[src/rtl/uart_rx_fifo_if.sv]
// rtl/uart_rx_fifo_if.sv - byte write strobe and first-word-fall-through read handshake
interface uart_rx_fifo_if #(
   parameter int WIDTH = 8
);
   logic             wr_stb;
   logic [WIDTH-1:0] wr_data;
   logic             rd_valid;
   logic             rd_ready;
   logic [WIDTH-1:0] rd_data;

   modport master (
      output wr_stb, wr_data, rd_ready,
      input  rd_valid, rd_data
   );

   modport slave (
      input  wr_stb, wr_data, rd_ready,
      output rd_valid, rd_data
   );
endinterface

[src/rtl/uart_rx_fifo.sv]
// rtl/uart_rx_fifo.sv - circular receive FIFO behind the UART receiver, FWFT read side,
// registered occupancy flags and a sticky overflow flag.
module uart_rx_fifo #(
   parameter int WIDTH = 8,
   parameter int AW    = 4
) (
   input  logic           i_clk,
   input  logic           i_rst,
   uart_rx_fifo_if.slave  io_bus,
   input  logic           i_ovf_clr,
   output logic [AW:0]    o_count,
   output logic           o_empty,
   output logic           o_full,
   output logic           o_overflow
);
   localparam logic [AW:0] DEPTH = (AW+1)'(2**AW);

   logic [WIDTH-1:0] r_mem [2**AW];
   logic [AW-1:0]    r_wr_ptr;
   logic [AW-1:0]    r_rd_ptr;
   logic [AW:0]      r_count;
   logic             r_empty;
   logic             r_full;
   logic             r_ovf;

   logic             w_pop;
   logic             w_push;
   logic             w_drop;
   logic [AW:0]      w_count_nxt;

   assign w_pop  = !r_empty && io_bus.rd_ready;
   assign w_push = io_bus.wr_stb && (!r_full || w_pop);
   assign w_drop = io_bus.wr_stb && r_full && !w_pop;

   always_comb begin
      w_count_nxt = r_count;
      if (w_push && !w_pop)
         w_count_nxt = r_count + (AW+1)'(1);
      else if (w_pop && !w_push)
         w_count_nxt = r_count - (AW+1)'(1);
   end

   // Storage is deliberately left out of reset; only the pointers define what is valid.
   always_ff @(posedge i_clk) begin
      if (!i_rst && w_push)
         r_mem[r_wr_ptr] <= io_bus.wr_data;
   end

   always_ff @(posedge i_clk) begin
      if (i_rst) begin
         r_wr_ptr <= '0;
         r_rd_ptr <= '0;
         r_count  <= '0;
         r_empty  <= 1'b1;
         r_full   <= 1'b0;
         r_ovf    <= 1'b0;
      end else begin
         if (w_push)
            r_wr_ptr <= r_wr_ptr + AW'(1);
         if (w_pop)
            r_rd_ptr <= r_rd_ptr + AW'(1);
         r_count <= w_count_nxt;
         r_empty <= (w_count_nxt == '0);
         r_full  <= (w_count_nxt == DEPTH);
         // A dropped write in the same cycle as a clear keeps the flag set.
         if (w_drop)
            r_ovf <= 1'b1;
         else if (i_ovf_clr)
            r_ovf <= 1'b0;
      end
   end

   assign io_bus.rd_valid = !r_empty;
   assign io_bus.rd_data  = r_empty ? '0 : r_mem[r_rd_ptr];
   assign o_count         = r_count;
   assign o_empty         = r_empty;
   assign o_full          = r_full;
   assign o_overflow      = r_ovf;
endmodule
[src/flat_wrapper.sv]
// flat-port wrapper written by rule: the top's interface ports become plain ports
module uart_rx_fifo_flat 
#(
   parameter int WIDTH = 8,
   parameter int AW    = 4
)
  (i_clk, i_rst, i_ovf_clr, o_count, o_empty, o_full, o_overflow, io_bus_wr_stb, io_bus_wr_data, io_bus_rd_ready, io_bus_rd_valid, io_bus_rd_data);
  uart_rx_fifo_if #(.WIDTH(WIDTH)) io_bus_i ();
  input  logic i_clk;
  input  logic i_rst;
  input  logic i_ovf_clr;
  output logic [AW:0] o_count;
  output logic o_empty;
  output logic o_full;
  output logic o_overflow;
  input wire logic [$bits(io_bus_i.wr_stb)-1:0] io_bus_wr_stb;
  input wire logic [$bits(io_bus_i.wr_data)-1:0] io_bus_wr_data;
  input wire logic [$bits(io_bus_i.rd_ready)-1:0] io_bus_rd_ready;
  output wire logic [$bits(io_bus_i.rd_valid)-1:0] io_bus_rd_valid;
  output wire logic [$bits(io_bus_i.rd_data)-1:0] io_bus_rd_data;
  assign io_bus_i.wr_stb = io_bus_wr_stb;
  assign io_bus_i.wr_data = io_bus_wr_data;
  assign io_bus_i.rd_ready = io_bus_rd_ready;
  assign io_bus_rd_valid = io_bus_i.rd_valid;
  assign io_bus_rd_data = io_bus_i.rd_data;
  uart_rx_fifo #(.WIDTH(WIDTH), .AW(AW)) u_core (.i_clk(i_clk), .i_rst(i_rst), .io_bus(io_bus_i), .i_ovf_clr(i_ovf_clr), .o_count(o_count), .o_empty(o_empty), .o_full(o_full), .o_overflow(o_overflow));
endmodule
[config.mk]
export PLATFORM = sky130hd
export DESIGN_NAME = uart_rx_fifo_flat
export DESIGN_NICKNAME = d
export VERILOG_FILES = /design/src/rtl/uart_rx_fifo_if.sv /design/src/rtl/uart_rx_fifo.sv /design/src/flat_wrapper.sv
export SDC_FILE = /design/constraint.sdc
export NUM_CORES = 1
export LEC_CHECK = 0
export CORE_UTILIZATION = 35
export CTS_BUF_LIST = sky130_fd_sc_hd__clkbuf_4
export DETAILED_ROUTE_END_ITERATION = 16
export HOLD_SLACK_MARGIN = 0.05
export PLACE_DENSITY = 0.57
export SLEW_MARGIN = 30
export SYNTH_ARGS = -nofsm -noshare
export SYNTH_HDL_FRONTEND = slang
export SYNTH_SLANG_ARGS = --single-unit
[constraint.sdc]
create_clock -name i_clk -period 5.8 [get_ports i_clk]
set_input_delay 1.16 -clock i_clk [delete_from_list [all_inputs] [get_ports i_clk]]
set_output_delay 1.16 -clock i_clk [all_outputs]
set_load 0.01 [all_outputs]
==> reports/metrics.yaml, run 1 <==
route:
  first_iter_violations: 320
  first_pass_iters: 4
  drt-total-wl_mm: 12.1
  drc: 0
  antenna_left: 0
  wl_per_cell_um: 20.3
  routed_via_density: 4.98
  vias: 2955
clocking:
  clk_pin_slew_ns: 0.10
  cts_setup_buffers: 0
  cts.sink_count: 148
  hold_buffers: 0
  cts.repair.resized: 0
  worst_skew_pair.late_latency_ns: 0.51
  clk_path_buf_depth: 2
  numCtsBuffers: 17
  cts_root_buf: "clkbuf_4"
  htreeDepth: 4
  tritoncts: "yes"
floorplanning:
  start_util: 0.357
  rows: 47
  core_area_mm2: 0.0165
  die_area_mm2: 0.0174
  die_h_um: 132
  die_w_um: 132
  pin_count: 30
critical_path:
  cp-end-kind: "output pin"
  path_max_fanout: 22
  crit_type: "flop to output pin"
  crit_path_max_incr_delay_ns: 0.68
  slowest_stage: "dfxtp_1"
  start_kind: "flop"
  worstPathRequired_ns: 4.64
  crit_chain: "buf_4, mux4_2, mux2_2, o21ai_1, a21oi_1, clkdlybuf4s50_1"
  crit_arrival_ns: 3.16
sta:
  worst_slack_ns: 1.48
  rsz0062_at_grt: "false"
  finClkSkew_ns: 0.0162
  worst_slew_pin_slew_ns: 0.985
  setup_viol: 0
  hold_viol_final: 0
  fmax_mhz: 231
  fin_setup_tns_ns: 0
  period_minus_slack_ns: 4.32
  finalCritPeriodShare: 0.746
  slew_headroom: 0.341
  slew_violations: 0
worst_hold_path:
  min_path_type: "flop to flop"
grt:
  antenna_found_initial: 0
  grt_max_degree: 23
  grt_overflow_total: 0
  grt_pass1_wl_mm: 18.1
  grt_pass1_vias: 3092
  grt_use_total: 0.147
final_layout:
  antennaDiodeCount: 0
  final_common_cell: "edfxtp_1"
  drive_gt1_frac: 0.239
  nets: 381
  fill_cells: 1486
  syn2layout_area_growth_pct: 13.5
  utilization: 0.405
  area.sequential_mm2: 0.00425
  layout_common_cells: "128 x edfxtp_1, 32 x mux4_2, 29 x clkdlybuf4s50_1, 27 x nor2_1, 24 x clkbuf_4"
  multiInputGateArea_mm2: 0.00158
power_and_ir_drop:
  power.total_mw: 2.14
  peakVddDrop_mv: 0.177
  power_density_mw_per_mm2: 319
  leakage_nw: 2.04
synthesis:
  ys_seq_area_frac: 0.720
  avgSynthCellArea_um2: 18.4
  yosysWarnings: 0
  syn_inst: 321
  synth-seq-cells: 148
  syn-num-nets: 341
  netlist_area_mm2: 0.00589
  synth_cell_types: 39
place:
  dp.final_hpwl_mm: 7.65
  port_buffers: 29
  gp_congestion: 0.771
  place_ws_ns: 1.95
run_status:
  status: "finished clean"
flow_run:
  maxCapViolCount: 0
-- routing by layer --
| layer | global-route usage | share of wire | vias up |
|---|---|---|---|
| li1 | - | - | 1344 |
| met1 | 0.185 | 0.41 | 1516 |
| met2 | 0.244 | 0.52 | 93 |
| met3 | 0.0450 | 0.064 | 2 |
| met4 | 0.0478 | 0.0037 | 0 |
| met5 | 0 | 0 | - |
-- critical path, delay by kind of cell (launching register included) --
family | cells | cell delay [ns]
buffers and inverters | 2 | 0.94
flip-flops | 1 | 0.68
multiplexers | 2 | 0.83
AO/OA/AOI/OAI | 2 | 0.19
-- path summary, 6_finish.rpt --
path,startpoint,to,slack (ns),cells past startpoint
max,flop,io_bus_rd_data[3],1.48,6
min,u_core.o_overflow$_SDFFE_PP0P_,u_core.o_overflow$_SDFFE_PP0P_,0.52,2
max reg2reg,u_core.o_empty$_SDFF_PP1_,u_core.r_mem[6][6]$_DFFE_PP_,3.38,4
min reg2reg,u_core.o_overflow$_SDFFE_PP0P_,u_core.o_overflow$_SDFFE_PP0P_,0.52,2
-- cells in the mapped netlist --
| cell type | instances | area, um^2 |
|---|---|---|
| edfxtp_1 | 128 | 3840 |
| nand3_1 | 2 | 10.0 |
| nor4b_2 | 1 | 15.0 |
| nand3b_1 | 1 | 7.51 |
| o21ai_0 | 3 | 15.0 |
| nand4_1 | 2 | 12.5 |
| nand2_1 | 14 | 52.6 |
| a32oi_1 | 1 | 8.76 |
| xor2_2 | 1 | 16.3 |
| and2b_2 | 1 | 8.76 |
| xor2_1 | 4 | 35.0 |
| and4_4 | 1 | 11.3 |
| or2b_4 | 1 | 11.3 |
| dfxtp_1 | 20 | 400 |
| ha_1 | 7 | 87.6 |
| o21ai_1 | 1 | 5.00 |
| or2_2 | 1 | 6.26 |
| clkbuf_1 | 5 | 18.8 |
| o31ai_1 | 1 | 7.51 |
| buf_2 | 4 | 20.0 |
| mux4_2 | 32 | 721 |
| and4bb_2 | 1 | 12.5 |
| a21boi_2 | 1 | 11.3 |
| a311oi_1 | 1 | 8.76 |
| xnor2_1 | 5 | 43.8 |
| nand2b_4 | 1 | 13.8 |
| nor2b_2 | 1 | 8.76 |
| nor3_1 | 1 | 5.00 |
| o22ai_1 | 8 | 50.1 |
| a41o_1 | 1 | 10.0 |
| mux2i_1 | 15 | 150 |
| buf_4 | 4 | 30.0 |
| or3_1 | 3 | 18.8 |
| a31oi_4 | 1 | 21.3 |
| nor2_1 | 36 | 135 |
| inv_1 | 6 | 22.5 |
| nand2_4 | 1 | 11.3 |
| mux2_2 | 1 | 11.3 |
| a21oi_1 | 3 | 15.0 |
-- kinds of logic (layout without fill, tap and decap cells) --
family	after synthesis	after routing	synth area share
AND/OR/NAND/NOR	68	68	0.0577
AO/OA/AOI/OAI	21	21	0.0259
multiplexers	48	48	0.150
adder cells (fa/ha/maj)	7	7	0.0149
flip-flops	148	148	0.720
XOR/XNOR	10	10	0.0161
buffers and inverters	19	71	0.0155
-- power by group --
| part | internal, mW | switching [mW] | total, mW | leakage (nW) |
|---|---|---|---|---|
| Combinational | 0.184 | 0.162 | 0.346 | 0.587 |
| Sequential | 1.18 | 0.0428 | 1.22 | 1.32 |
| Clock | 0.239 | 0.328 | 0.567 | 0.137 |
-- area by class of cell --
type,instances,share of cell area
Sequential cell,148,0.635
Multi-Input combinational cell,154,0.236
Timing Repair Buffer,34,0.0490
Tap cell,220,0.0411
Clock buffer,24,0.0269
Clock inverter,7,0.00879
Inverter,6,0.00337
-- sequential cells by signal (all words and copies together) (netlist names), named ones only --
register,cells
u_core.o_overflow,1
u_core.o_empty,1
u_core.r_mem,128
u_core.o_full,1
u_core.r_rd_ptr,4
u_core.r_wr_ptr,4
u_core.o_count,5
-- stage by stage --
step	instances	instance area, um^2	hold WS, ns
after floorplan	321	5890	0.468
after global placement	562	6430	0.496
after detailed placement	562	6430	0.487
after CTS	593	6670	0.518
after global routing	593	6690	0.569
final	593	6690	0.518
No activity file was read; power rests on OpenSTA's default activity.
==> inputs of run 2 (changes only) <==
clock period = 4.04 ns   (was 5.8 ns; I/O delays follow)
==> run 2 against run 1 <==
Highest routed layer unchanged. Worst setup slack lost 1.1 ns. Routed wire length down 0.67%. Sequential power is 43% higher. Clock-buffer cell count fell by 1. Hold slack got worse by 0.0073 ns. First-iteration DRC count down 40%. Non-clock buffer count up 9. Largest cell class unchanged.
==> reports/metrics.yaml, run 2 (same netlist as run 1, synthesis figures left out) <==
sta:
  period_minus_slack_ns: 3.67
  worst_slew_pin_slew_ns: 0.827  # -0.158 ns
  hold_viol_final: 0  # unchanged
  finClkSkew_ns: 0.0158  # -0.000303 ns
  fmax_mhz: 272
  fin_setup_tns_ns: 0  # unchanged
  finalCritPeriodShare: 0.909
  rsz0062_at_grt: "false"
  slew_violations: 0  # unchanged
  setup_viol: 0  # unchanged
  slew_headroom: 0.447  # +0.106
route:
  drc: 0  # unchanged
  vias: 2965  # +0.34%
  antenna_left: 0  # unchanged
  first_pass_iters: 5  # +1
  wl_per_cell_um: 19.9  # -2.3%
  routed_via_density: 4.92  # -1.3%
  drt-total-wl_mm: 12.0  # -0.67%
  first_iter_violations: 193  # -40%
critical_path:
  slowest_stage: "dfxtp_1"
  start_kind: "flop"
  worstPathRequired_ns: 3.23  # -1.41 ns
  crit_path_max_incr_delay_ns: 0.63  # -0.05 ns
  critical_path_buf_inv_count: 2  # unchanged
  crit_chain: "buf_4, mux4_2, mux2_2, o21ai_1, a21oi_1, clkdlybuf4s50_1"
  cp-end-kind: "output pin"
  path_max_fanout: 8  # -64%
  crit_type: "flop to output pin"
  crit_arrival_ns: 2.87  # -0.29 ns
  path_delay_family: "multiplexers"
place:
  port_buffers: 29  # unchanged
  gp_congestion: 0.775  # +0.47%
  dp.final_hpwl_mm: 7.84  # +2.6%
clocking:
  cts_setup_buffers: 0  # unchanged
  clk_pin_slew_ns: 0.11  # about the same
  numCtsBuffers: 17  # unchanged
  cts_root_buf: "clkbuf_4"
  tritoncts: "yes"
  cts.repair.resized: 0  # unchanged
  htreeDepth: 4  # unchanged
  worst_skew_pair.late_latency_ns: 0.52  # about the same
  hold_buffers: 0  # unchanged
  clk_path_buf_depth: 2  # unchanged
  cts.sink_count: 148  # unchanged
grt:
  grt_use_total: 0.147  # -0.000569
  grt_overflow_total: 0  # unchanged
  grt_pass1_wl_mm: 18.3  # +0.91%
  grt_pass1_vias: 3156  # +2.1%
  grt_max_degree: 32  # +39%
  antenna_found_initial: 0  # unchanged
power_and_ir_drop:
  p_switching_uw: 777  # +46%
  power_frac_seq: 0.554  # -0.019
  comb_power_share: 0.169  # +0.007
  peakVddDrop_mv: 0.238  # +34%
  power_density_mw_per_mm2: 464  # +45%
  swShare: 0.247  # -0.00207
  internal-power_mw: 2.37  # +48%
  leakage_nw: 2.11  # +3.4%
  clock_power_share: 0.277  # +0.012
final_layout:
  regMostFlops: "u_core.r_mem"
  final_common_cell: "edfxtp_1"
  nets: 390  # +2.4%
  syn2layout_area_growth_pct: 14.9
  largest_reg_flops: 128  # unchanged
  layout_common_cells: "128 x edfxtp_1, 36 x nor2_1, 32 x mux4_2, 29 x clkdlybuf4s50_1, 23 x clkbuf_4"
  utilization: 0.410  # +0.00492
  drive_gt1_frac: 0.232  # -0.00623
  antennaDiodeCount: 0  # unchanged
floorplanning:
  die_h_um: 132  # unchanged
  start_util: 0.357  # unchanged
  die_w_um: 132  # unchanged
  die_area_mm2: 0.0174  # unchanged
  rows: 47  # unchanged
  core_area_mm2: 0.0165  # unchanged
  pin_count: 30  # unchanged
worst_hold_path:
  min_path_type: "flop to flop"
flow_run:
  maxCapViolCount: 0  # unchanged
run_status:
  status: "finished clean"
-- run 2: cell types whose count changed in the layout (fill, tap and decap cells not counted) --
cell        previous run  this run
clkbuf_4              24        23
nor2_2                 9         0
buf_4                  5        13
buf_12                 0         1
bufinv_16              1         2
dfxtp_2                2         1
dfxtp_1               18        19
clkinvlp_4             1         0
clkinv_2               2         4
nor2_1                27        36
-- run 2: worst reg2reg max path: stages, from the launching register on --
cell and delay, ns:
dfxtp_1 0.39, or2b_4 0.32, a21boi_2 0.32, nand2_1 0.22, nor2_1 0.69
-- run 2: final cells by class --
class                      count  area, um^2
multi-input combinational    154        1560
clock inverter                 9        91.3
inverter                       6        22.5
fill                        1502        9750
timing repair buffer          43         408
clock buffer                  23         173
sequential                   148        4250
tap                          220         275
-- run 2: path summary, 6_finish.rpt --
check | start | to | slack [ns] | cells after the start
max | flop | io_bus_rd_data[3] | 0.37 | 6
min | u_core.o_overflow$_SDFFE_PP0P_ | u_core.o_overflow$_SDFFE_PP0P_ | 0.51 | 2
max reg2reg | u_core.o_empty$_SDFF_PP1_ | u_core.r_mem[1][6]$_DFFE_PP_ | 1.75 | 4
min reg2reg | u_core.o_overflow$_SDFFE_PP0P_ | u_core.o_overflow$_SDFFE_PP0P_ | 0.51 | 2
-- run 2: power by group through the flow --
stage	Combinational, mW	Clock, mW	Sequential, mW
finish	0.533	0.871	1.74
global route	0.580	0.966	1.75
CTS	0.544	0.902	1.74
detailed placement	0.543	0	1.77
global placement	0.538	0	1.77
floorplan	0.341	0	1.77
-- run 2: metrics by stage --
step	worst slack (ns)	cells	hold slack, ns	power (mW)	cell area, um^2
floorplan	1.71	321	0.468	2.11	5890
global placement	0.852	571	0.496	2.31	6510
detailed placement	0.799	571	0.485	2.32	6510
CTS	0.298	603	0.527	3.18	6770
global route	0.198	603	0.550	3.29	6770
finish	0.366	603	0.511	3.14	6770
-- run 2: layer usage --
layer  global-route usage  up-vias  wire (um)
met4               0.0594        0        215
met3               0.0461       11        476
met1                0.183     1535       5330
met2                0.238       60       5950
met5                    0        -          0
li1                     -     1359          -
